<file path="config.mk">
export PLATFORM = sky130hd
export DESIGN_NAME = ring_decoder
export DESIGN_NICKNAME = d
export VERILOG_FILES = /design/src/rtl/ring_decoder.sv
export SDC_FILE = /design/constraint.sdc
export NUM_CORES = 1
export LEC_CHECK = 0
export ABC_AREA = 1
export CORE_ASPECT_RATIO = 0.7
export CORE_MARGIN = 4
export CORE_UTILIZATION = 50
export DETAILED_ROUTE_END_ITERATION = 10
export DONT_BUFFER_PORTS = 1
export PLACE_DENSITY_LB_ADDON = 0.08
export SYNTH_ARGS = -nofsm -noshare
export SYNTH_HDL_FRONTEND = slang
export SYNTH_SLANG_ARGS = --single-unit
</file>
<file path="constraint.sdc">
create_clock -name clk -period 1.7 [get_ports clk]
set_clock_uncertainty 0.1 [all_clocks]
set_input_delay 0.085 -clock clk [delete_from_list [all_inputs] [get_ports clk]]
set_output_delay 0.085 -clock clk [all_outputs]
set_load 0.005 [all_outputs]
</file>
<file path="src/rtl/ring_decoder.sv">
// ring_decoder: samples a rotating one-hot ring vector, encodes its index,
// verifies each accepted sample is a single right-rotate of the previous one,
// locks after LOCK_CNT consecutive good steps, and counts rotations/errors.
//
// state  | meaning
// SEARCH | hunting for LOCK_CNT consecutive legal rotations
// LOCKED | sequence tracked; wraps counted, any bad sample is an error
module ring_decoder #(
  parameter int WIDTH    = 4,
  parameter int LOCK_CNT = 2,
  localparam int IDXW    = (WIDTH > 1) ? $clog2(WIDTH) : 1
) (
  input  logic             clk,
  input  logic             rst,
  input  logic             en,
  input  logic [WIDTH-1:0] ring_in,
  input  logic             clr_cnt,
  output logic [IDXW-1:0]  idx,
  output logic             idx_valid,
  output logic             locked,
  output logic             wrap,
  output logic             err,
  output logic [7:0]       err_cnt,
  output logic [15:0]      rot_cnt
);

  localparam int GW = $clog2(LOCK_CNT + 1);

  typedef enum logic {SEARCH, LOCKED} state_t;

  state_t           state, state_nxt;
  logic [WIDTH-1:0] prev, prev_nxt;
  logic             have_prev, have_prev_nxt;
  logic [GW-1:0]    good_cnt, good_cnt_nxt;
  logic [IDXW-1:0]  idx_nxt;
  logic             idx_valid_nxt, wrap_nxt, err_nxt;
  logic [7:0]       err_cnt_nxt;
  logic [15:0]      rot_cnt_nxt;

  logic [WIDTH-1:0] expected;
  logic [WIDTH-1:0] ring_m1;
  logic             onehot;
  logic             match;
  logic [IDXW-1:0]  enc;
  logic [GW-1:0]    good_inc;

  // Expected next sample is the right-rotate of the last accepted one.
  assign expected = {prev[0], prev[WIDTH-1:1]};
  assign ring_m1  = ring_in - {{(WIDTH-1){1'b0}}, 1'b1};
  assign onehot   = (|ring_in) && ~(|(ring_in & ring_m1));
  assign match    = (ring_in == expected);
  assign good_inc = good_cnt + GW'(1);
  assign locked   = (state == LOCKED);

  // Binary encoder of the set bit; only used when ring_in is one-hot.
  always_comb begin
    enc = '0;
    for (int i = 0; i < WIDTH; i++) begin
      if (ring_in[i]) enc = IDXW'(i);
    end
  end

  // Next-state and registered-output logic for the sequence tracker.
  always_comb begin
    state_nxt     = state;
    prev_nxt      = prev;
    have_prev_nxt = have_prev;
    good_cnt_nxt  = good_cnt;
    idx_nxt       = idx;
    idx_valid_nxt = idx_valid;
    wrap_nxt      = 1'b0;
    err_nxt       = 1'b0;
    err_cnt_nxt   = err_cnt;
    rot_cnt_nxt   = rot_cnt;

    if (en) begin
      idx_valid_nxt = onehot;
      if (onehot) begin
        idx_nxt  = enc;
        prev_nxt = ring_in;
      end
      case (state)
        SEARCH: begin
          if (!onehot) begin
            good_cnt_nxt  = '0;
            have_prev_nxt = 1'b0;
          end else if (have_prev && match) begin
            good_cnt_nxt = good_inc;
            if (good_inc == GW'(LOCK_CNT)) state_nxt = LOCKED;
          end else begin
            good_cnt_nxt  = '0;
            have_prev_nxt = 1'b1;
          end
        end
        LOCKED: begin
          if (match) begin
            // prev at bit 0 means this step wraps to the top bit
            if (prev[0]) begin
              wrap_nxt    = 1'b1;
              rot_cnt_nxt = rot_cnt + 16'd1;
            end
          end else begin
            err_nxt       = 1'b1;
            if (err_cnt != 8'hFF) err_cnt_nxt = err_cnt + 8'd1;
            state_nxt     = SEARCH;
            good_cnt_nxt  = '0;
            have_prev_nxt = onehot;
          end
        end
        default: state_nxt = SEARCH;
      endcase
    end

    // Clear beats a coincident increment; pulses are unaffected.
    if (clr_cnt) begin
      err_cnt_nxt = '0;
      rot_cnt_nxt = '0;
    end
  end

  // State and output registers with synchronous reset.
  always_ff @(posedge clk) begin
    if (rst) begin
      state     <= SEARCH;
      prev      <= '0;
      have_prev <= 1'b0;
      good_cnt  <= '0;
      idx       <= '0;
      idx_valid <= 1'b0;
      wrap      <= 1'b0;
      err       <= 1'b0;
      err_cnt   <= '0;
      rot_cnt   <= '0;
    end else begin
      state     <= state_nxt;
      prev      <= prev_nxt;
      have_prev <= have_prev_nxt;
      good_cnt  <= good_cnt_nxt;
      idx       <= idx_nxt;
      idx_valid <= idx_valid_nxt;
      wrap      <= wrap_nxt;
      err       <= err_nxt;
      err_cnt   <= err_cnt_nxt;
      rot_cnt   <= rot_cnt_nxt;
    end
  end

endmodule

</file>
==> metrics.cfg, run 1 <==
[run_status]
status = complete, no violations

[synth]
async_reset_ff_share_pct = 0
synth.ff_latch_count = 37
synth_cell_types = 29
synth_edf_count = 0
avgSynthCellArea_sq_um = 6.96
ys.flop_type = dfxtp_1
syn_area_sq_um = 2120
ys_seq_area_share_pct = 35.0
yosys_warnings = 0
syn_inst = 304
syn_nets = 315

[timing]
grt_setup_unrepaired = true
relSlewSlack_pct = 73.6
setup-violations-final = 0
tightestPinTransition_ps = 394
fmax_mhz = 637
min_period_ps = 1570
period_share_pct = 92.4
finalHoldViolCount = 0
drv_slew = 0
fin_setup_tns_ps = 0
hold_slack_ps = 134

[clocking]
htreeDepth = 2
numCtsBuffers = 5
cts.sinks = 37
cts_tree = built
clock-root-buffer = clkbuf_8
clk_pin_slew_ps = 80
clock_latency_ps = 280
cts-root-to-sink-buffers = 2

[die]
fp.dieW_um = 85.8
start_util_pct = 53.0
die_h_um = 62.4
rows = 19
dieArea_sq_um = 5360
ios = 38
coreArea_sq_um = 3990

[critical_path]
timing.rr.start = err_cnt[0]
start_kind = register
max_stage_delay_ps = 340
crit_type = register to register
crit_buf_inv = 1
cp_cell_sequence = ha_1 -> inv_1 -> nor2_2 -> nand4_4 -> nand3_4 -> nand2_1 -> a21oi_1
crit_family = simple AND/OR/NAND/NOR gates
crit_path_max_fanout = 9
required_ps = 1810
startpoint = err_cnt[0]
cp_data_arrival_time_ps = 1680
cp-end-kind = register
critPathSlowestCell = dfxtp_1

[hold_path]
hp-class = primary input to register
min_from = ring_in[2]

[power_and_ir_drop]
power_density_nw_per_um2 = 672
ir_drop_v = 0.000491
leakage_uw = 0.000974

[drt]
firstDrtPassIters = 4
drc = 0
ant_nets = 0
drt-wirelength-per-cell_um = 12.8
drt-total-wl_um = 4890
via_count = 1894
via_per_inst = 4.96
drt_first_iter_violations = 115

[finish]
syn_to_final_growth_pct = 16.0
drive_gt1_share_pct = 21.2
layout_common_cells = nand2_1 (89), dfxtp_1 (37), nor2_1 (31), inv_1 (24)
nFillCells = 382
final_util_pct = 61.5
insertedDiodeCount = 0
design_area_sq_um = 2460
layout.nets = 340
final_common_cell = nand2_1

[place]
port_buffers = 0
dp_hpwl_um = 3630
placed_cell_area_sq_um = 2260
gp_congestion = 0.817

[flow_run]
maxCapViolations = 0

[global_routing]
gr-total-overflow = 0
grt_pass1_wl_um = 8540
antenna_found_initial = 0
grt_pass1_vias = 1794
track_usage_pct = 19.8
grt_max_degree = 21

[Yosys cell counts (2+ instances only)]
cell type | number | area (sq um)
nand2_1 | 89 | 334
dfxtp_1 | 37 | 741
nor2_1 | 32 | 120
inv_1 | 24 | 90.1
a21oi_1 | 18 | 90.1
nand2_2 | 18 | 113
nand4_1 | 13 | 81.3
a21oi_2 | 11 | 96.3
o21ai_0 | 9 | 45.0
nand3_1 | 8 | 40.0
xnor2_1 | 8 | 70.1
inv_2 | 7 | 26.3
a31oi_1 | 4 | 25.0
ha_1 | 3 | 37.5
xor2_1 | 3 | 26.3
buf_2 | 2 | 10.0
clkbuf_1 | 2 | 7.51
clkinv_2 | 2 | 10.0
nand3_2 | 2 | 20.0
nor2_8 | 2 | 40.0
nor3_1 | 2 | 10.0
[metrics by stage]
stage               worst slack, ps  cells  total power [uW]
floorplan                       178    304              1030
global placement                153    365              1050
detailed placement             67.0    365              1050
CTS                            24.0    382              1660
global route                  -27.2    382              1730
finish                          129    382              1650
[repair_timing]
action / in CTS / in global routing
hold buffers: 9 / 0
setup buffers: 0 / 0
endpoints found under the setup margin: 0 / 11
endpoints found under the hold margin: 17 / 0
resized for setup: 0 / 4
[worst paths after layout]
kind | to | slack (ps) | depth (start not counted)
worst max register to register | err_cnt[6] | 130 | 7
worst max-delay path | err_cnt[6] | 130 | 7
worst min register to register | idx_valid | 380 | 2
worst min-delay path | locked | 130 | 7
[worst reg2reg max path, delay by kind of cell, from the launching register on]
| kind | cells | cell delay [ps] |
|---|---|---|
| flip-flops | 1 | 340 |
| buffers and inverters | 1 | 70 |
| adder cells (fa/ha/maj) | 1 | 220 |
| AO/OA/AOI/OAI | 1 | 160 |
| AND/OR/NAND/NOR | 4 | 610 |
[cell families after synthesis]
| logic type | count (synthesis) | synth area share, % |
|---|---|---|
| AO/OA/AOI/OAI | 43 | 12.4 |
| buffers and inverters | 39 | 7.74 |
| flip-flops | 37 | 35.0 |
| adder cells (fa/ha/maj) | 3 | 1.77 |
| XOR/XNOR | 11 | 4.55 |
| AND/OR/NAND/NOR | 171 | 38.6 |
[state kept, by name (all words and copies together), names as in the netlist, 2 cells and up]
| signal | count |
|---|---|
| idx | 2 |
| rot_cnt | 16 |
| good_cnt | 2 |
| prev | 4 |
| err_cnt | 8 |
[report_power, final]
| part | internal, uW | total, uW | switching (uW) |
|---|---|---|---|
| logic | 57.3 | 159 | 102 |
| registers | 881 | 893 | 11.4 |
| clock network | 283 | 598 | 315 |
[final cells by class]
cell class	instances	area (sq um)	area share [%]
Multi-Input combinational cell	228	1230	50.1
Sequential cell	37	741	30.2
Timing Repair Buffer	23	198	8.05
Inverter	34	135	5.50
Clock buffer	5	68.8	2.80
Tap cell	52	65.1	2.65
Clock inverter	3	17.5	0.713
[layer usage]
layer  track usage, %  share of wire (%)  wire (um)  up-vias
li1                 -                  -          -     1029
met1             28.9                 52       2540      830
met2             27.9                 41       2030       28
met3             6.06                5.3        260        7
met4             5.53                1.2         61        0
met5                0                  0          0        -
Note: power is estimated with default switching activity, not from simulation.
==> run 2: changes to the inputs <==
Settings changed: ABC_AREA 1 to 0, CELL_PAD_IN_SITES_DETAIL_PLACEMENT from default to 0, CELL_PAD_IN_SITES_GLOBAL_PLACEMENT from default to 2, CORE_UTILIZATION 50 to 36.
==> run 2 against run 1 <==
The run now ends with negative setup slack left. Die area up 13%. Setup slack worse by 350 ps. Core utilization down 3.2 points. Via count down 15%. Power up 6.6%. Global-route usage down 3.4 points. Non-clock buffer count up 32. Final area up 7.0%. Critical path depth unchanged. Highest routed layer unchanged. Area after synthesis down 18%. Fmax down 18%. Register-to-register slack worse by 350 ps.
==> metrics.cfg, run 2 <==
[run_status]
status = complete, but fails checks  ; was complete, no violations
violations = negative setup slack

[finish]
final_common_cell = buf_4  ; was nand2_1
layout.nets = 264  ; was 340
design_area_sq_um = 2630  ; was 2460 sq um
regMostFlops = rot_cnt  ; unchanged
layout_common_cells = buf_4 (39), dfxtp_1 (30), nor2_1 (26), nand2_1 (16), xnor2_1 (13)  ; was nand2_1 (89), dfxtp_1 (37), nor2_1 (31), inv_1 (24)
largest_reg_flops = 16  ; unchanged
insertedDiodeCount = 0  ; unchanged
syn_to_final_growth_pct = 50.5  ; was 16.0%
top_regs = rot_cnt (16), err_cnt (8), prev (4)  ; unchanged
drive_gt1_share_pct = 39.0  ; was 21.2%
final_util_pct = 58.3  ; was 61.5%

[place]
dp_hpwl_um = 3460  ; was 3630 um
placed_cell_area_sq_um = 2160  ; was 2260 sq um
gp_congestion = 0.809  ; was 0.817
port_buffers = 0  ; unchanged

[synth]
synth_cell_types = 37  ; was 29
async_reset_ff_share_pct = 0  ; unchanged
syn_inst = 198  ; was 304
synthTopCellsByCount = dfxtp_1 (37), nor2_1 (26), nand2_1 (19)  ; was nand2_1 (89), dfxtp_1 (37), nor2_1 (32)
ys_seq_area_share_pct = 42.4  ; was 35.0%
synth_area_leaders = dfxtp_1 (42%), xnor2_1 (7.0%), nor2_1 (5.6%), nand2_1 (4.1%), xor2_1 (4.0%)  ; was dfxtp_1 (35%), nand2_1 (16%), nor2_1 (5.7%), nand2_2 (5.3%), a21oi_2 (4.6%)
synth.ff_latch_count = 37  ; unchanged
avgSynthCellArea_sq_um = 8.82  ; was 6.96 sq um
ys.flop_type = dfxtp_1  ; unchanged
yosysMostFrequentCell = dfxtp_1  ; was nand2_1
syn_area_sq_um = 1750  ; was 2120 sq um
syn_nets = 209  ; was 315
yosys_warnings = 0  ; unchanged
synth_edf_count = 0  ; unchanged
synth.largest_area_cell = dfxtp_1  ; unchanged
synth_top_area_share_pct = 42.4  ; was 35.0%

[power_and_ir_drop]
ir_drop_v = 0.000479  ; was 0.000491 V
seq_power_share_pct = 50.5  ; was 54.1%
leakage_uw = 0.00103  ; was 0.000974 uW
p_comb_share_pct = 10.5  ; was 9.7%
p_sw_share_pct = 23.9  ; was 25.9%
p_int_uw = 1340  ; was 1220 uW
power_density_nw_per_um2 = 669  ; was 672 nW/um^2
clock_power_share_pct = 39.0  ; was 36.2%
power_switching_uw = 420  ; was 428 uW

[die]
die_h_um = 66.3  ; was 62.4 um
dieArea_sq_um = 6040  ; was 5360 sq um
coreArea_sq_um = 4500  ; was 3990 sq um
start_util_pct = 38.8  ; was 53.0%
fp.dieW_um = 91.2  ; was 85.8 um
ios = 38  ; unchanged
rows = 20  ; was 19

[clocking]
clk_pin_slew_ps = 80  ; about the same
clock_latency_ps = 290  ; was 280 ps
htreeDepth = 2  ; unchanged
numCtsBuffers = 5  ; unchanged
cts.sinks = 37  ; unchanged
clock-root-buffer = clkbuf_8  ; unchanged
cts_tree = built  ; unchanged
cts-root-to-sink-buffers = 2  ; unchanged

[drt]
drt_first_iter_violations = 35  ; was 115
dr_wl_met2_um = 2210  ; was 2030 um
drc = 0  ; unchanged
drt-wirelength-per-cell_um = 15.6  ; was 12.8 um
wl_met1_um = 2330  ; was 2540 um
ant_nets = 0  ; unchanged
firstDrtPassIters = 4  ; unchanged
via_count = 1614  ; was 1,894
wl_met3_um = 276  ; was 260 um
drt-total-wl_um = 4830  ; was 4890 um
via_per_inst = 5.22  ; was 4.96
highest_layer = met4  ; unchanged

[timing]
finalHoldViolCount = 0  ; unchanged
fmax_mhz = 522  ; was 637 MHz
grt_setup_unrepaired = true  ; unchanged
period_share_pct = 113  ; was 92.4%
min_period_ps = 1920  ; was 1570 ps
tightestPinTransition_ps = 702  ; was 394 ps
hold_slack_ps = 51.7  ; was 134 ps
fin_ws_ps = -216  ; was 129 ps
setup-violations-final = 18  ; was 0
drv_slew = 0  ; unchanged
relSlewSlack_pct = 53.0  ; was 73.6%

[critical_path]
cp_cell_sequence = xor2_2 -> or4_4 -> buf_12 -> buf_4 -> nor4_4 -> xnor2_1 -> nor2_1  ; was ha_1 -> inv_1 -> nor2_2 -> nand4_4 -> nand3_4 -> nand2_1 -> a21oi_1
crit_path_max_fanout = 10  ; was 9
cp-end-kind = register  ; unchanged
required_ps = 1780  ; was 1810 ps
crit_buf_inv = 2  ; was 1
crit_type = register to register  ; unchanged
max_stage_delay_ps = 570  ; was 340 ps
critPathSlowestCell = or4_4  ; was dfxtp_1
cp_data_arrival_time_ps = 2000  ; was 1680 ps
start_kind = register  ; unchanged
r2r_slack_ps = -220  ; was 130 ps
crit_family = simple AND/OR/NAND/NOR gates  ; unchanged

[flow_run]
maxCapViolations = 0  ; unchanged

[hold_path]
hp-class = primary input to register  ; unchanged

[global_routing]
antenna_found_initial = 0  ; unchanged
grt_pass1_wl_um = 7940  ; was 8540 um
gr-total-overflow = 0  ; unchanged
grt_max_degree = 15  ; was 21
track_usage_pct = 16.4  ; was 19.8%
grt_pass1_vias = 1624  ; was 1,794

[run 2: layout make-up]
| type | count | area (sq um) |
|---|---|---|
| clock buffers | 7 | 96.3 |
| inverters | 3 | 11.3 |
| multi-input cells | 151 | 1220 |
| repair buffers | 55 | 473 |
| clock inverters | 1 | 5.00 |
| fillers | 386 | 1880 |
| well taps | 55 | 68.8 |
| flip-flops and latches | 37 | 754 |
[run 2: tightest hold or removal path: stages]
cell and delay, ps:
nand2_2 60, buf_4 200, nor3_2 50
[run 2: path summary, 6_finish.rpt]
path	depth (start not counted)	to	from
setup / recovery	7	rot_cnt[13]	prev[1]
hold reg to reg	2	prev[3]	prev[3]
setup reg to reg	7	rot_cnt[13]	prev[1]
hold / removal	3	err	en
[run 2: what timing repair did]
| action | in CTS | in global routing |
|---|---|---|
| hold buffers | 7 | 0 |
| setup endpoints to repair | 22 | 25 |
| hold endpoints to repair | 16 | 0 |
| resized for setup | 21 | 22 |
| pin swaps | 6 | 11 |
| buffers inserted | 4 | 8 |
[run 2: power by group through the flow]
stage | logic (uW) | registers [uW] | clock network [uW]
detailed placement | 114 | 906 | 0
floorplan | 77.2 | 904 | 0
finish | 185 | 887 | 686
CTS | 159 | 885 | 695
global route | 199 | 889 | 748
global placement | 111 | 906 | 0
[run 2: logic make-up after synthesis]
| family | Yosys count | share of synthesized area [%] |
|---|---|---|
| buffers and inverters | 10 | 3.08 |
| AOI/OAI and AO/OA | 23 | 8.67 |
| adders and majority gates | 3 | 2.15 |
| DFF | 37 | 42.4 |
| muxes | 4 | 2.29 |
| and+or+nand+nor | 99 | 30.3 |
| xor gates and xnor gates | 22 | 11.0 |
[run 2: metrics by stage]
step	setup TNS, ps	worst slack, ps	std cells	power [uW]
2_1_floorplan	-489	-78.2	198	981
3_3_place_gp	-2000	-160	284	1020
3_5_place_dp	-2350	-190	284	1020
4_1_cts	-2100	-180	302	1740
5_1_grt	-4160	-290	309	1840
6_report	-1940	-216	309	1760
[run 2: per-layer routing]
layer / GRT usage, % / vias to the layer above
met5: 0 / -
li1: - / 815
met1: 22.7 / 768
met2: 24.5 / 27
met3: 5.80 / 4
met4: 3.76 / 0
==> run 3: changes to the inputs <==
Settings changed: CORE_ASPECT_RATIO 0.7 to default.
==> run 3 against run 2 <==
The flow still finishes with violations (negative setup slack). Combinational power is 12% lower. Core utilization is 4.7 points lower. Power is 7.0% lower. Cell count is 1.6% higher. Die area is 0.29% lower. Global-route usage is 0.45 points higher. Critical path depth is 2 lower. Highest routed layer unchanged.
==> metrics.cfg, run 3 (synthesis gave the netlist of run 2 again) <==
[timing]
fin_ws_ps = -195  ; was -216 ps
fmax_mhz = 528  ; was 522 MHz
min_period_ps = 1890  ; was 1920 ps
relSlewSlack_pct = 57.8  ; was 53.0%
grt_setup_unrepaired = true  ; unchanged
drv_slew = 0  ; unchanged
finalHoldViolCount = 0  ; unchanged
fin_setup_tns_ps = -1890  ; was -1940 ps
tightestPinTransition_ps = 631  ; was 702 ps
setup-violations-final = 19  ; was 18
period_share_pct = 111  ; was 113%
hold_slack_ps = 63.5  ; was 51.7 ps

[finish]
syn_to_final_growth_pct = 45.2  ; was 50.5%
top_regs = rot_cnt (16), err_cnt (8), prev (4)  ; unchanged
largest_reg_flops = 16  ; unchanged
insertedDiodeCount = 0  ; unchanged
drive_gt1_share_pct = 34.4  ; was 39.0%
nFillCells = 446  ; was 386
layout.nets = 257  ; was 264
regMostFlops = rot_cnt  ; unchanged
layout_common_cells = dfxtp_1 (31), buf_4 (31), nor2_1 (26), nand2_1 (16), xnor2_1 (12)  ; was buf_4 (39), dfxtp_1 (30), nor2_1 (26), nand2_1 (16), xnor2_1 (13)

[clocking]
cts-root-to-sink-buffers = 2  ; unchanged
clock-root-buffer = clkbuf_8  ; unchanged
clock_latency_ps = 280  ; was 290 ps
numCtsBuffers = 5  ; unchanged
clk_pin_slew_ps = 70  ; was 80 ps
cts.sinks = 37  ; unchanged
cts_tree = built  ; unchanged
htreeDepth = 2  ; unchanged

[hold_path]
hp-class = primary input to register  ; unchanged

[critical_path]
crit_path_max_fanout = 10  ; unchanged
required_ps = 1820  ; was 1780 ps
cp-end-kind = register  ; unchanged
r2r_slack_ps = -190  ; was -220 ps
crit_type = register to register  ; unchanged
cp_data_arrival_time_ps = 2010  ; was 2000 ps
start_kind = register  ; unchanged

[die]
fp.dieW_um = 77.6  ; was 91.2 um
ios = 38  ; unchanged
coreArea_sq_um = 4720  ; was 4500 sq um
die_h_um = 77.6  ; was 66.3 um
dieArea_sq_um = 6030  ; was 6040 sq um
rows = 25  ; was 20
start_util_pct = 37.0  ; was 38.8%

[global_routing]
track_usage_pct = 16.9  ; was 16.4%
grt_pass1_wl_um = 8090  ; was 7940 um
grt_pass1_vias = 1726  ; was 1,624
antenna_found_initial = 0  ; unchanged
grt_use_met2_pct = 29.5  ; was 24.5%
grt_max_degree = 23  ; was 15
gr-total-overflow = 0  ; unchanged
grtUsageMet3_pct = 6.73  ; was 5.80%
grt-busiest-layer = met2  ; unchanged
grtUsageMet1_pct = 18.4  ; was 22.7%

[power_and_ir_drop]
power_density_nw_per_um2 = 645  ; was 669 nW/um^2
finalPower_uw = 1630  ; was 1760 uW
leakage_uw = 0.000975  ; was 0.00103 uW
ir_drop_v = 0.000467  ; was 0.000479 V

[drt]
ant_nets = 0  ; unchanged
drt-wirelength-per-cell_um = 14.7  ; was 15.6 um
via_per_inst = 5.13  ; was 5.22
firstDrtPassIters = 4  ; unchanged
drc = 0  ; unchanged
drt_first_iter_violations = 26  ; was 35
via_count = 1612  ; was 1,614
drt-total-wl_um = 4630  ; was 4830 um

[run_status]
violations = negative setup slack  ; unchanged
status = complete, but fails checks  ; unchanged

[place]
gp_congestion = 0.810  ; was 0.809
dp_hpwl_um = 3270  ; was 3460 um
port_buffers = 0  ; unchanged

[flow_run]
maxCapViolations = 0  ; unchanged

==> run 3: metrics by stage <==
step           setup WS, ps  util, %  cells  area (sq um)
2_1_floorplan         -78.2        -    198          1830
3_3_place_gp           -132     45.9    295          2170
3_5_place_dp           -191     45.9    295          2170
4_1_cts                -189     52.3    316          2470
5_1_grt                -247     53.7    314          2530
6_report               -195     53.7    314          2530
==> run 3: cell type report <==
class	instances	area [sq um]	area share, %
Clock buffer	8	80.1	3.16
Timing Repair Buffer	48	423	16.7
Sequential cell	37	753	29.7
Tap cell	67	83.8	3.31
Multi-Input combinational cell	151	1180	46.7
Inverter	3	11.3	0.444
==> run 3: worst max-delay path, stage by stage, from the launching register on <==
cell,delay [ps]
dfxtp_2,340
xor2_2,160
or4_4,560
buf_12,180
or3_1,340
a21oi_1,140
==> run 3: what timing repair did <==
| item | CTS | global route |
|---|---|---|
| gates cloned | 0 | 0 |
| pin swaps | 10 | 18 |
| resized for setup | 21 | 15 |
| hold buffers | 8 | 0 |
| hold endpoints to repair | 16 | 0 |
| setup buffers | 6 | 1 |
| endpoints found under the setup margin | 20 | 29 |
==> run 3: where the power goes <==
part           switching [uW]  total (uW)  internal [uW]
logic                    81.2         162           80.9
clock network             295         587            291
registers                9.95         886            876
total                     386        1630           1250
==> run 3: layer usage <==
metal | part of all wire (%) | routed length, um
met5 | 0 | 0
met4 | 1.3 | 61
met3 | 5.6 | 258
met2 | 53 | 2450
met1 | 40 | 1860
==> run 3: final timing paths <==
path / cells after the start / start / to
worst min register to register: 2 / idx[1] / idx[1]
worst max register to register: 5 / prev[3] / rot_cnt[5]
worst max-delay path: 5 / prev[3] / rot_cnt[5]
worst min-delay path: 3 / en / err
